$ cat src/rtl/v68k_pkg.sv
// Shared v68k definitions: CCR bit positions, CCR update modes,
// 68000 condition codes and the condition-evaluation state type.
package v68k_pkg;

  localparam int CCR_X = 4;
  localparam int CCR_N = 3;
  localparam int CCR_Z = 2;
  localparam int CCR_V = 1;
  localparam int CCR_C = 0;

  typedef enum logic [1:0] {
    UPD_ARITH = 2'b00,
    UPD_EXT   = 2'b01,
    UPD_LOGIC = 2'b10,
    UPD_LOAD  = 2'b11
  } upd_mode_t;

  typedef enum logic [3:0] {
    CC_T  = 4'd0,  CC_F  = 4'd1,  CC_HI = 4'd2,  CC_LS = 4'd3,
    CC_CC = 4'd4,  CC_CS = 4'd5,  CC_NE = 4'd6,  CC_EQ = 4'd7,
    CC_VC = 4'd8,  CC_VS = 4'd9,  CC_PL = 4'd10, CC_MI = 4'd11,
    CC_GE = 4'd12, CC_LT = 4'd13, CC_GT = 4'd14, CC_LE = 4'd15
  } cond_code_t;

  typedef enum logic {
    EVAL_IDLE  = 1'b0,
    EVAL_DEFER = 1'b1
  } eval_state_t;

endpackage

$ cat src/rtl/cond_eval.sv
// Combinational 68000 condition predicate for Bcc/DBcc/Scc.
// X never takes part in a condition, so only {N,Z,V,C} is taken in.
module cond_eval
  import v68k_pkg::*;
(
  input  logic [3:0] flags,
  input  logic [3:0] cond_sel,
  output logic       cond_true
);

  logic n, z, v, c;

  assign n = flags[CCR_N];
  assign z = flags[CCR_Z];
  assign v = flags[CCR_V];
  assign c = flags[CCR_C];

  // NOTE: combinational outputs get a default first so no path can infer a latch.
  always_comb begin
    cond_true = 1'b0;
    case (cond_code_t'(cond_sel))
      CC_T:    cond_true = 1'b1;
      CC_F:    cond_true = 1'b0;
      CC_HI:   cond_true = ~c & ~z;
      CC_LS:   cond_true = c | z;
      CC_CC:   cond_true = ~c;
      CC_CS:   cond_true = c;
      CC_NE:   cond_true = ~z;
      CC_EQ:   cond_true = z;
      CC_VC:   cond_true = ~v;
      CC_VS:   cond_true = v;
      CC_PL:   cond_true = ~n;
      CC_MI:   cond_true = n;
      CC_GE:   cond_true = ~(n ^ v);
      CC_LT:   cond_true = n ^ v;
      CC_GT:   cond_true = ~(n ^ v) & ~z;
      CC_LE:   cond_true = z | (n ^ v);
      default: cond_true = 1'b0;
    endcase
  end

endmodule

$ cat src/rtl/ccr_unit.sv
// v68k condition-code register with masked ALU updates and registered
// condition evaluation. Optional feature macro: CCR_BYPASS_EN.
module ccr_unit
  import v68k_pkg::*;
#(
  parameter logic [4:0] RESET_CCR = 5'b00000
) (
  input  logic       clk,
  input  logic       reset_n,
  input  logic       alu_c,
  input  logic       alu_z,
  input  logic       alu_v,
  input  logic       alu_n,
  input  logic       upd_valid,
  input  logic [4:0] upd_mask,
  input  logic [1:0] upd_mode,
  input  logic [4:0] wr_data,
  input  logic       cond_req,
  input  logic [3:0] cond_sel,
  output logic [4:0] ccr,
  output logic       cond_valid,
  output logic       cond_true,
  output logic       cond_busy
);

  logic [4:0]  cand;
  logic [4:0]  next_ccr;
  logic [4:0]  eval_ccr;
  logic [3:0]  eval_sel;
  logic        pred;
  eval_state_t state;

  // Candidate value per mode; the mask then decides which bits actually move.
  always_comb begin
    cand = ccr;
    case (upd_mode_t'(upd_mode))
      UPD_ARITH: cand = {alu_c, alu_n, alu_z, alu_v, alu_c};
      UPD_EXT:   cand = {alu_c, alu_n, alu_z & ccr[CCR_Z], alu_v, alu_c};
      UPD_LOGIC: cand = {ccr[CCR_X], alu_n, alu_z, 1'b0, 1'b0};
      UPD_LOAD:  cand = wr_data;
      default:   cand = ccr;
    endcase
    next_ccr = upd_valid ? ((cand & upd_mask) | (ccr & ~upd_mask)) : ccr;
  end

`ifdef CCR_BYPASS_EN
  // A coincident request sees the CCR as it will be after this edge.
  assign eval_ccr  = next_ccr;
  assign eval_sel  = cond_sel;
  assign cond_busy = 1'b0;
`else
  logic [3:0] sel_q;

  // By the DEFER cycle the update has landed, so the current CCR is correct.
  assign eval_ccr  = ccr;
  assign eval_sel  = (state == EVAL_DEFER) ? sel_q : cond_sel;
  assign cond_busy = (state == EVAL_DEFER);
`endif

  cond_eval u_cond_eval (
    .flags     (eval_ccr[3:0]),
    .cond_sel  (eval_sel),
    .cond_true (pred)
  );

  // NOTE: sequential state uses non-blocking assignments so every register
  // samples pre-edge values regardless of statement order.
  always_ff @(posedge clk or negedge reset_n) begin
    if (!reset_n) begin
      ccr <= RESET_CCR;
    end else begin
      ccr <= next_ccr;
    end
  end

  always_ff @(posedge clk or negedge reset_n) begin
    if (!reset_n) begin
      state      <= EVAL_IDLE;
      cond_valid <= 1'b0;
      cond_true  <= 1'b0;
`ifndef CCR_BYPASS_EN
      sel_q      <= 4'd0;
`endif
    end else begin
      cond_valid <= 1'b0;
      case (state)
        EVAL_IDLE: begin
          if (cond_req) begin
`ifdef CCR_BYPASS_EN
            cond_valid <= 1'b1;
            cond_true  <= pred;
`else
            if (upd_valid) begin
              state <= EVAL_DEFER;
              sel_q <= cond_sel;
            end else begin
              cond_valid <= 1'b1;
              cond_true  <= pred;
            end
`endif
          end
        end
        EVAL_DEFER: begin
          // Any cond_req arriving here is dropped.
          cond_valid <= 1'b1;
          cond_true  <= pred;
          state      <= EVAL_IDLE;
        end
        default: state <= EVAL_IDLE;
      endcase
    end
  end

endmodule

$ cat config.mk
export PLATFORM = sky130hd
export DESIGN_NAME = ccr_unit
export DESIGN_NICKNAME = d
export VERILOG_FILES = /design/src/rtl/v68k_pkg.sv /design/src/rtl/cond_eval.sv /design/src/rtl/ccr_unit.sv
export SDC_FILE = /design/constraint.sdc
export NUM_CORES = 1
export LEC_CHECK = 0
export CORE_ASPECT_RATIO = 1.2
export CORE_MARGIN = 3
export CORE_UTILIZATION = 45
export DETAILED_ROUTE_END_ITERATION = 16
export PLACE_DENSITY = 0.83
export SLEW_MARGIN = 15
export SYNTH_ARGS = -nofsm -noshare
export SYNTH_HDL_FRONTEND = slang
export SYNTH_HIERARCHICAL = 1
export SYNTH_SLANG_ARGS = --single-unit
$ cat constraint.sdc
create_clock -name clk -period 5.95 [get_ports clk]
set_input_delay 0.8925 -clock clk [delete_from_list [all_inputs] [get_ports clk]]
set_output_delay 0.8925 -clock clk [all_outputs]
set_load 0.03 [all_outputs]
==> flow_summary_export.csv, run 1 <==
group,metric,value,unit
placed_design,port_buffers,31,
worst_setup_path,rr_endpoint,"cond_true",
flow_run,cap_viol_max_count,0,
layout,final_design_area_no_fill,0.00113,mm^2
routing,routed_via_density,5.67,
clock_tree,ctsResizeCount,0,
sta,skew,0.000848,ns
sta,slew_violations,0,
routing,wl_per_cell,14.6,um
logic_synthesis,synth_area_leader_cell,"dfrtp_1",
worst_setup_path,worstPathArrival,2.86,ns
global_routing,antenna_found_initial,0,
layout,final_layout_size_suffix_gt1_frac,0.130,
worst_setup_path,crit_type,"input port to flip-flop",
layout,nets,134,
clock_tree,clockBufferDepth,2,
layout,fillers,150,
logic_synthesis,netlist.area_leader.share,0.375,
layout,antennaDiodeCount,0,
worst_setup_path,reg2reg_from,"cond_busy",
sta,rsz0062_at_grt,"false",
sta,fmax,371,MHz
clock_tree,path_clk_slew,0.07,ns
logic_synthesis,synth_common_cells,"dfrtp_1, mux2_2, a21oi_1",
worst_setup_path,cp.buffers_inverters,1,
worst_setup_path,cp_max_fo,8,
power,pwr_density_cell,244,mW/mm^2
clock_tree,insertion_delay,0.27,ns
global_routing,gr-total-overflow,0,
worst_setup_path,reg2reg_slack,3.71,ns
clock_tree,postCtsHoldBufs,0,
layout,multi_input_comb_area,450,um^2
sta,post-route-min-period,2.70,ns
worst_setup_path,worstSetupStartpoint,"cond_sel[0]",
worst_setup_path,rr_worst_depth,6,
routing,drt-initial-drc-count,5,
floorplanning,start_util,0.482,
clock_tree,root_buffer,"clkbuf_4",
routing,firstDrtPassIters,2,
logic_synthesis,synth_flop_cell,"dfrtp_1",
layout,ff_latch_area,300,um^2
floorplanning,die_w,44.5,um
clock_tree,htree_levels,1,
logic_synthesis,yosys-top-cells-area,"dfrtp_1, mux2_2, a21oi_1",
floorplanning,ios,32,
worst_setup_path,cp_slowest_stage_delay,0.47,ns
logic_synthesis,synth_warnings,6,
logic_synthesis,yosysMostFrequentCell,"dfrtp_1",
sta,fin_ws,3.25,ns
layout,area_growth,40.9,%
sta,fin_setup_tns,0,ns
routing,wl,1840,um
logic_synthesis,ys_ff_latch,12,
sta,setup_viol,0,
floorplanning,core_area,0.00166,mm^2
global_routing,grt_max_degree,13,
floorplanning,rows,16,
routing,drc,0,
logic_synthesis,synth_nets,101,
logic_synthesis,netlist_instances,77,
worst_setup_path,crit_family,"compound AO/OA/AOI/OAI gates",
global_routing,grt_pass1_vias,750,
placed_design,place_area,0.00111,mm^2
routing,drtAntennaViolNets,0,
sta,fin_crit_sh,0.453,
worst_setup_path,worstSetupEndpointType,"flip-flop",
placed_design,place_ws,2.98,ns
worst_setup_path,startpoint_type,"input port",
global_routing,grt_first_pass_wirelength,2970,um
logic_synthesis,async_reset_ff_frac,1.00,
logic_synthesis,synth_edf_count,0,
min_path,min_path_type,"flip-flop to flip-flop",
floorplanning,die_h,52.2,um
logic_synthesis,syn_avg_cell_area,10.4,um^2
worst_setup_path,path_cells,"clkdlybuf4s50_1 > mux2_2 > xnor3_1 > a221o_1 > a21oi_1 > o22ai_1 > mux2_4",
worst_setup_path,endpoint,"cond_true",
clock_tree,cts.sinks,12,
power,cellLeakagePower,0.496,nW
logic_synthesis,syn_area,801,um^2
clock_tree,cts_tree,"done",
global_routing,grt.total_usage,0.185,
power,p_total,0.275,mW
clock_tree,cts_buffers,3,
logic_synthesis,ys_seq_area_frac,0.375,
sta,hold_violations,0,
worst_setup_path,crit_required,6.11,ns
worst_setup_path,cpMaxStageDelayCell,"clkdlybuf4s50_1",
sta,worst_slew_pin_slew,0.554,ns
sta,timing.hold.ws,0.508,ns
routing,num_vias,715,
sta,relSlewSlack,0.630,
outcome,status,"completed",
placed_design,place.gp.congestion,0.718,
logic_synthesis,yosys.cell_types.count,28,
power,ir_drop,0.128,mV
worst_setup_path,crit_cells,7,
clock_tree,cts_setup_buffers,0,
floorplanning,dieArea,0.00232,mm^2
==> power by group <==
group / internal, mW / total (mW) / switching (mW)
clock: 0.0235 / 0.0497 / 0.0262
sequential: 0.0954 / 0.109 / 0.0139
combinational: 0.0613 / 0.116 / 0.0545
==> area by class of cell <==
cell class | instances | share of cell area
clock buffer | 3 | 0.0200
inverter | 6 | 0.0200
multi-input combinational | 56 | 0.399
sequential | 12 | 0.266
tap | 18 | 0.0200
timing repair buffer | 31 | 0.275
==> metrics by stage <==
| step | util | cells |
|---|---|---|
| after floorplan | - | 77 |
| after global placement | 0.666 | 123 |
| after detailed placement | 0.666 | 123 |
| after CTS | 0.679 | 126 |
| after global routing | 0.679 | 126 |
| final | 0.679 | 126 |
==> cell usage in the layout (no fill, tap or decap) <==
master           Yosys  final
a21o_1               1      1
mux2_4               1      1
nand2_4              1      1
a31oi_1              5      5
mux2_2               8      8
a31o_1               1      1
nand3b_4             1      1
a41oi_1              1      1
clkdlybuf4s50_1      0     31
xor2_1               4      4
nand4b_1             1      1
dfrtp_1             12     12
nand3b_1             1      1
nor2b_1              2      2
o21ai_0              2      2
a211oi_1             2      2
o22ai_1              2      2
a221o_1              2      2
a221oi_1             1      1
nand2_1              4      4
nor2_1               3      3
nand3_1              1      1
a21oi_1              7      7
clkbuf_4             0      3
mux2i_1              3      3
inv_1                6      6
xnor2_1              1      1
xnor3_1              1      1
==> metal layers <==
layer  GRT usage  vias up  share of wire
met5           0        -              0
met4       0.136        0          0.029
met3      0.0481        4          0.072
met2       0.364       32           0.54
met1       0.146      332           0.35
li1            -      347              -
==> kinds of logic (layout without fill, tap and decap cells) <==
| family | Yosys count | in the layout | synth area share |
|---|---|---|---|
| AO/OA/AOI/OAI | 24 | 24 | 0.197 |
| XOR/XNOR | 6 | 6 | 0.0828 |
| buffers and inverters | 9 | 40 | 0.0625 |
| flip-flops | 12 | 12 | 0.375 |
| multiplexers | 12 | 12 | 0.169 |
| AND/OR/NAND/NOR | 14 | 14 | 0.114 |
==> worst min-delay path by stage <==
| stage | end | startpoint | cells past startpoint |
|---|---|---|---|
| after floorplan | sel_q[0] | sel_q[0] | 1 |
| after global placement | sel_q[3] | sel_q[3] | 1 |
| after detailed placement | sel_q[3] | sel_q[3] | 1 |
| after CTS | sel_q[1] | sel_q[1] | 1 |
| after global routing | sel_q[1] | sel_q[1] | 1 |
| final | sel_q[1] | sel_q[1] | 1 |
(Power assumes the default switching activity.)
==> run 2, diff against run 1 <==
- CORE_UTILIZATION: 45 -> 42
- PLACE_DENSITY: 0.83 -> 0.78
- clock period: 5.95 -> 2.5 ns (I/O delays scaled with it)
==> flow_summary_export.csv, run 2 (synthesized netlist as in run 1, its figures left out) <==
group,metric,value,unit
outcome,status,"completed",
placed_design,placed_cells,125,
global_routing,gr-total-overflow,0,
placed_design,place_hpwl,1490,um
global_routing,grt_pass1_vias,710,
worst_setup_path,crit_type,"flip-flop to flip-flop",
clock_tree,clockBufferDepth,2,
sta,fmax,472,MHz
clock_tree,root_buffer,"clkbuf_4",
floorplanning,rows,16,
sta,hold_violations,0,
layout,area_growth,44.5,%
layout,antennaDiodeCount,0,
worst_setup_path,worstSetupEndpointType,"flip-flop",
layout,layout_common_cells,"clkdlybuf4s50_1, dfrtp_1, mux2_2",
routing,drc,0,
routing,drtAntennaViolNets,0,
worst_setup_path,rr_endpoint,"cond_true",
worst_setup_path,cp_max_fo,7,
global_routing,grt_first_pass_wirelength,2860,um
worst_setup_path,reg2reg_slack,0.38,ns
floorplanning,ios,32,
placed_design,place_ws,0.148,ns
worst_setup_path,rr_worst_depth,6,
clock_tree,postCtsHoldBufs,0,
floorplanning,die_h,53.8,um
min_path,min_path_type,"input port to asynchronous set/reset pin",
power,pwr_density_cell,595,mW/mm^2
sta,post-route-min-period,2.12,ns
global_routing,grt.total_usage,0.164,
worst_setup_path,crit_family,"multiplexers",
worst_setup_path,crit_required,2.66,ns
layout,ff_latch_area,300,um^2
layout,nets,136,
floorplanning,die_w,45.9,um
global_routing,antenna_found_initial,0,
layout,layout_commonest_cell,"clkdlybuf4s50_1",
clock_tree,insertion_delay,0.27,ns
layout,multi_input_comb_area,450,um^2
sta,fin_setup_tns,0,ns
sta,fin_ws,0.381,ns
clock_tree,ctsResizeCount,0,
layout,final_cells,129,
flow_run,cap_viol_max_count,0,
power,cellLeakagePower,0.513,nW
sta,worst_slew_pin_slew,0.543,ns
worst_setup_path,reg2reg_from,"cond_busy",
sta,slew_violations,0,
routing,firstDrtPassIters,3,
worst_setup_path,path_cells,"mux2_2 > xnor3_1 > a221o_1 > a21oi_1 > o22ai_1 > mux2_4",
sta,rsz0062_at_grt,"false",
floorplanning,core_area,0.00172,mm^2
worst_setup_path,cp_slowest_stage_delay,0.48,ns
routing,routed_via_density,5.65,
floorplanning,dieArea,0.00247,mm^2
placed_design,place.gp.congestion,0.774,
worst_setup_path,cpMaxStageDelayCell,"dfrtp_1",
placed_design,place_area,0.00112,mm^2
routing,wl_per_cell,14.0,um
routing,wl,1810,um
clock_tree,cts.sinks,12,
sta,relSlewSlack,0.637,
placed_design,port_buffers,31,
clock_tree,cts_tree,"done",
layout,final_design_area_no_fill,0.00116,mm^2
floorplanning,start_util,0.465,
worst_setup_path,cp.buffers_inverters,0,
layout,fillers,156,
clock_tree,cts_buffers,3,
sta,fin_crit_sh,0.848,
worst_setup_path,startpoint_type,"flip-flop",
global_routing,grt_max_degree,13,
power,ir_drop,0.304,mV
layout,final_layout_size_suffix_gt1_frac,0.153,
clock_tree,path_clk_slew,0.08,ns
clock_tree,cts_setup_buffers,0,
routing,num_vias,729,
routing,drt-initial-drc-count,3,
sta,setup_viol,0,
worst_setup_path,worstPathArrival,2.28,ns
sta,skew,0.00450,ns
clock_tree,htree_levels,1,
-- run 2: cell types whose count changed in the layout (fill, tap and decap cells not counted) --
| cell | before | now |
|---|---|---|
| buf_4 | 0 | 2 |
| clkbuf_8 | 0 | 1 |
-- run 2: worst max path at each step --
stage,start,endpoint,slack (ns),cells past startpoint
floorplan,cond_busy,cond_true,0.21,7
global placement,cond_sel[0],cond_true,0.19,7
detailed placement,cond_sel[0],cond_true,0.15,7
CTS,cond_busy,cond_true,0.38,6
global route,cond_busy,cond_true,0.27,6
finish,cond_busy,cond_true,0.38,6
-- run 2: cell type report --
class,count,area share
Sequential cell,12,0.259
Timing Repair Buffer,33,0.281
Inverter,6,0.0195
Tap cell,18,0.0195
Clock buffer,4,0.0314
Multi-Input combinational cell,56,0.389
-- run 2: layer usage --
metal,up-vias,routed length (um),global-route usage
li1,352,-,-
met1,345,643,0.158
met2,30,976,0.307
met3,2,172,0.0435
met4,0,16,0.0853
met5,-,0,0
-- run 2: stage by stage --
stage,power [mW],hold WS (ns),util
floorplan,0.429,0.0794,-
global placement,0.532,0.484,0.651
detailed placement,0.541,0.492,0.651
CTS,0.698,0.466,0.672
global route,0.730,0.479,0.672
finish,0.689,0.453,0.672
-- run 2: power by group --
group	total [mW]	internal (mW)	switching, mW
Clock	0.153	0.0885	0.0649
Sequential	0.259	0.227	0.0324
Combinational	0.276	0.149	0.127
Total	0.689	0.464	0.224
==> run 3, diff against run 2 <==
- CORE_UTILIZATION: 42 -> 38
- PLACE_DENSITY: 0.78 -> 0.74
- clock period: 2.5 -> 1.9 ns (I/O delays scaled with it)
==> flow_summary_export.csv, run 3 (synthesized netlist as in run 1, its figures left out) <==
group,metric,value,unit
routing,wl,2020,um
worst_setup_path,reg2reg_from,"cond_busy",
outcome,status,"complete, but fails checks",
placed_design,placed_cells,129,
sta,fin_crit_sh,1.01,
min_path,min_path_type,"input port to asynchronous set/reset pin",
routing,num_vias,741,
layout,fillers,178,
placed_design,port_buffers,31,
power,p_clk_frac,0.194,
layout,final_design_area_no_fill,0.00118,mm^2
routing,wl_per_cell,15.2,um
global_routing,grt_first_pass_wirelength,3250,um
routing,drt-initial-drc-count,15,
worst_setup_path,cpMaxStageDelayCell,"dfrtp_2",
sta,post-route-min-period,1.93,ns
sta,fin_ws,-0.0261,ns
sta,fmax,519,MHz
layout,final_cells,133,
layout,layout_common_cells,"clkdlybuf4s50_1, dfrtp_1, a21oi_1",
floorplanning,dieArea,0.00270,mm^2
clock_tree,cts_tree,"done",
power,ir_drop,0.516,mV
worst_setup_path,cp_max_fo,5,
global_routing,grt_max_degree,13,
floorplanning,core_area,0.00191,mm^2
layout,final_layout_size_suffix_gt1_frac,0.175,
worst_setup_path,cp.buffers_inverters,0,
clock_tree,htree_levels,1,
sta,relSlewSlack,0.627,
worst_setup_path,reg2reg_slack,-0.03,ns
worst_setup_path,startpoint_type,"flip-flop",
worst_setup_path,crit_required,2.07,ns
outcome,violations,"negative setup slack",
floorplanning,start_util,0.418,
worst_setup_path,crit_type,"flip-flop to flip-flop",
placed_design,place_area,0.00115,mm^2
worst_setup_path,rr_endpoint,"cond_true",
worst_setup_path,crit_family,"multiplexers",
power,internal_power,0.589,mW
worst_setup_path,worstPathArrival,2.10,ns
clock_tree,ctsResizeCount,0,
sta,skew,0.00513,ns
worst_setup_path,rr_worst_depth,6,
routing,drtAntennaViolNets,0,
routing,routed_via_density,5.57,
routing,drc,0,
worst_setup_path,crit_top_cell,"mux2_4",
sta,setup_viol,1,
layout,multi_input_comb_area,458,um^2
worst_setup_path,path_cells,"mux2_4 > xnor3_1 > a221o_1 > a21oi_1 > o22ai_1 > mux2_4",
power,seqPwrFrac,0.376,
sta,worst_slew_pin_slew,0.558,ns
sta,rsz0062_at_grt,"true",
global_routing,antenna_found_initial,0,
sta,fin_setup_tns,-0.0261,ns
clock_tree,clockBufferDepth,2,
clock_tree,root_buffer,"clkbuf_4",
floorplanning,die_h,56.3,um
global_routing,grt_pass1_vias,786,
floorplanning,rows,17,
placed_design,place_ws,-0.235,ns
placed_design,place.gp.congestion,0.819,
layout,ff_latch_area,302,um^2
layout,nets,139,
power,pwr-share-comb,0.430,
sta,slew_violations,0,
power,switchingPower,0.315,mW
global_routing,grt.total_usage,0.164,
sta,hold_violations,0,
routing,firstDrtPassIters,4,
layout,antennaDiodeCount,0,
layout,area_growth,47.3,%
power,pwr_density_cell,766,mW/mm^2
worst_setup_path,worstSetupEndpointType,"flip-flop",
clock_tree,path_clk_slew,0.08,ns
placed_design,place_hpwl,1590,um
power,cellLeakagePower,0.527,nW
flow_run,cap_viol_max_count,0,
clock_tree,cts_setup_buffers,0,
global_routing,gr-total-overflow,0,
layout,layout_commonest_cell,"clkdlybuf4s50_1",
clock_tree,cts.sinks,12,
worst_setup_path,cp_slowest_stage_delay,0.45,ns
clock_tree,postCtsHoldBufs,0,
power,power.share.switching,0.349,
floorplanning,ios,32,
floorplanning,die_w,47.9,um
clock_tree,insertion_delay,0.28,ns
sta,timing.hold.ws,0.354,ns
clock_tree,cts_buffers,3,
[run 3: cell types whose count changed in the layout (fill, tap and decap cells not counted), sizes merged]
cell	delta
buf	+3
[run 3: cell type report]
| class | count | share of cell area |
|---|---|---|
| timing repair buffer | 36 | 0.295 |
| clock buffer | 4 | 0.0223 |
| multi-input combinational | 56 | 0.388 |
| inverter | 6 | 0.0191 |
| tap | 19 | 0.0201 |
| sequential | 12 | 0.256 |
[run 3: through the flow]
| step | total power [mW] | util |
|---|---|---|
| after floorplan | 0.568 | - |
| after global placement | 0.716 | 0.601 |
| after detailed placement | 0.732 | 0.601 |
| after CTS | 0.909 | 0.614 |
| after global routing | 0.957 | 0.616 |
| final | 0.904 | 0.616 |
[run 3: worst max-delay path by stage]
stage | from | end | slack (ns) | cells past startpoint
2_1_floorplan | cond_busy | cond_true | -0.10 | 7
3_3_place_gp | cond_sel[0] | cond_true | -0.17 | 7
3_5_place_dp | cond_sel[0] | cond_true | -0.24 | 7
4_1_cts | cond_busy | cond_true | -0.01 | 6
5_1_grt | cond_busy | cond_true | -0.03 | 6
6_report | cond_busy | cond_true | -0.03 | 6
[run 3: layer usage]
| layer | global-route usage | up-vias | wire length (um) |
|---|---|---|---|
| met5 | 0 | - | 0 |
| met4 | 0.0846 | 0 | 49 |
| met3 | 0.0321 | 7 | 58 |
| met2 | 0.274 | 18 | 1110 |
| met1 | 0.184 | 358 | 809 |
| li1 | - | 358 | - |
[run 3: power by group through the flow]
stage	sequential (mW)	clock (mW)	combinational (mW)
5_1_grt	0.344	0.196	0.416
2_1_floorplan	0.397	0	0.171
3_5_place_dp	0.345	0	0.387
4_1_cts	0.340	0.180	0.390
3_3_place_gp	0.343	0	0.373
6_report	0.340	0.175	0.389
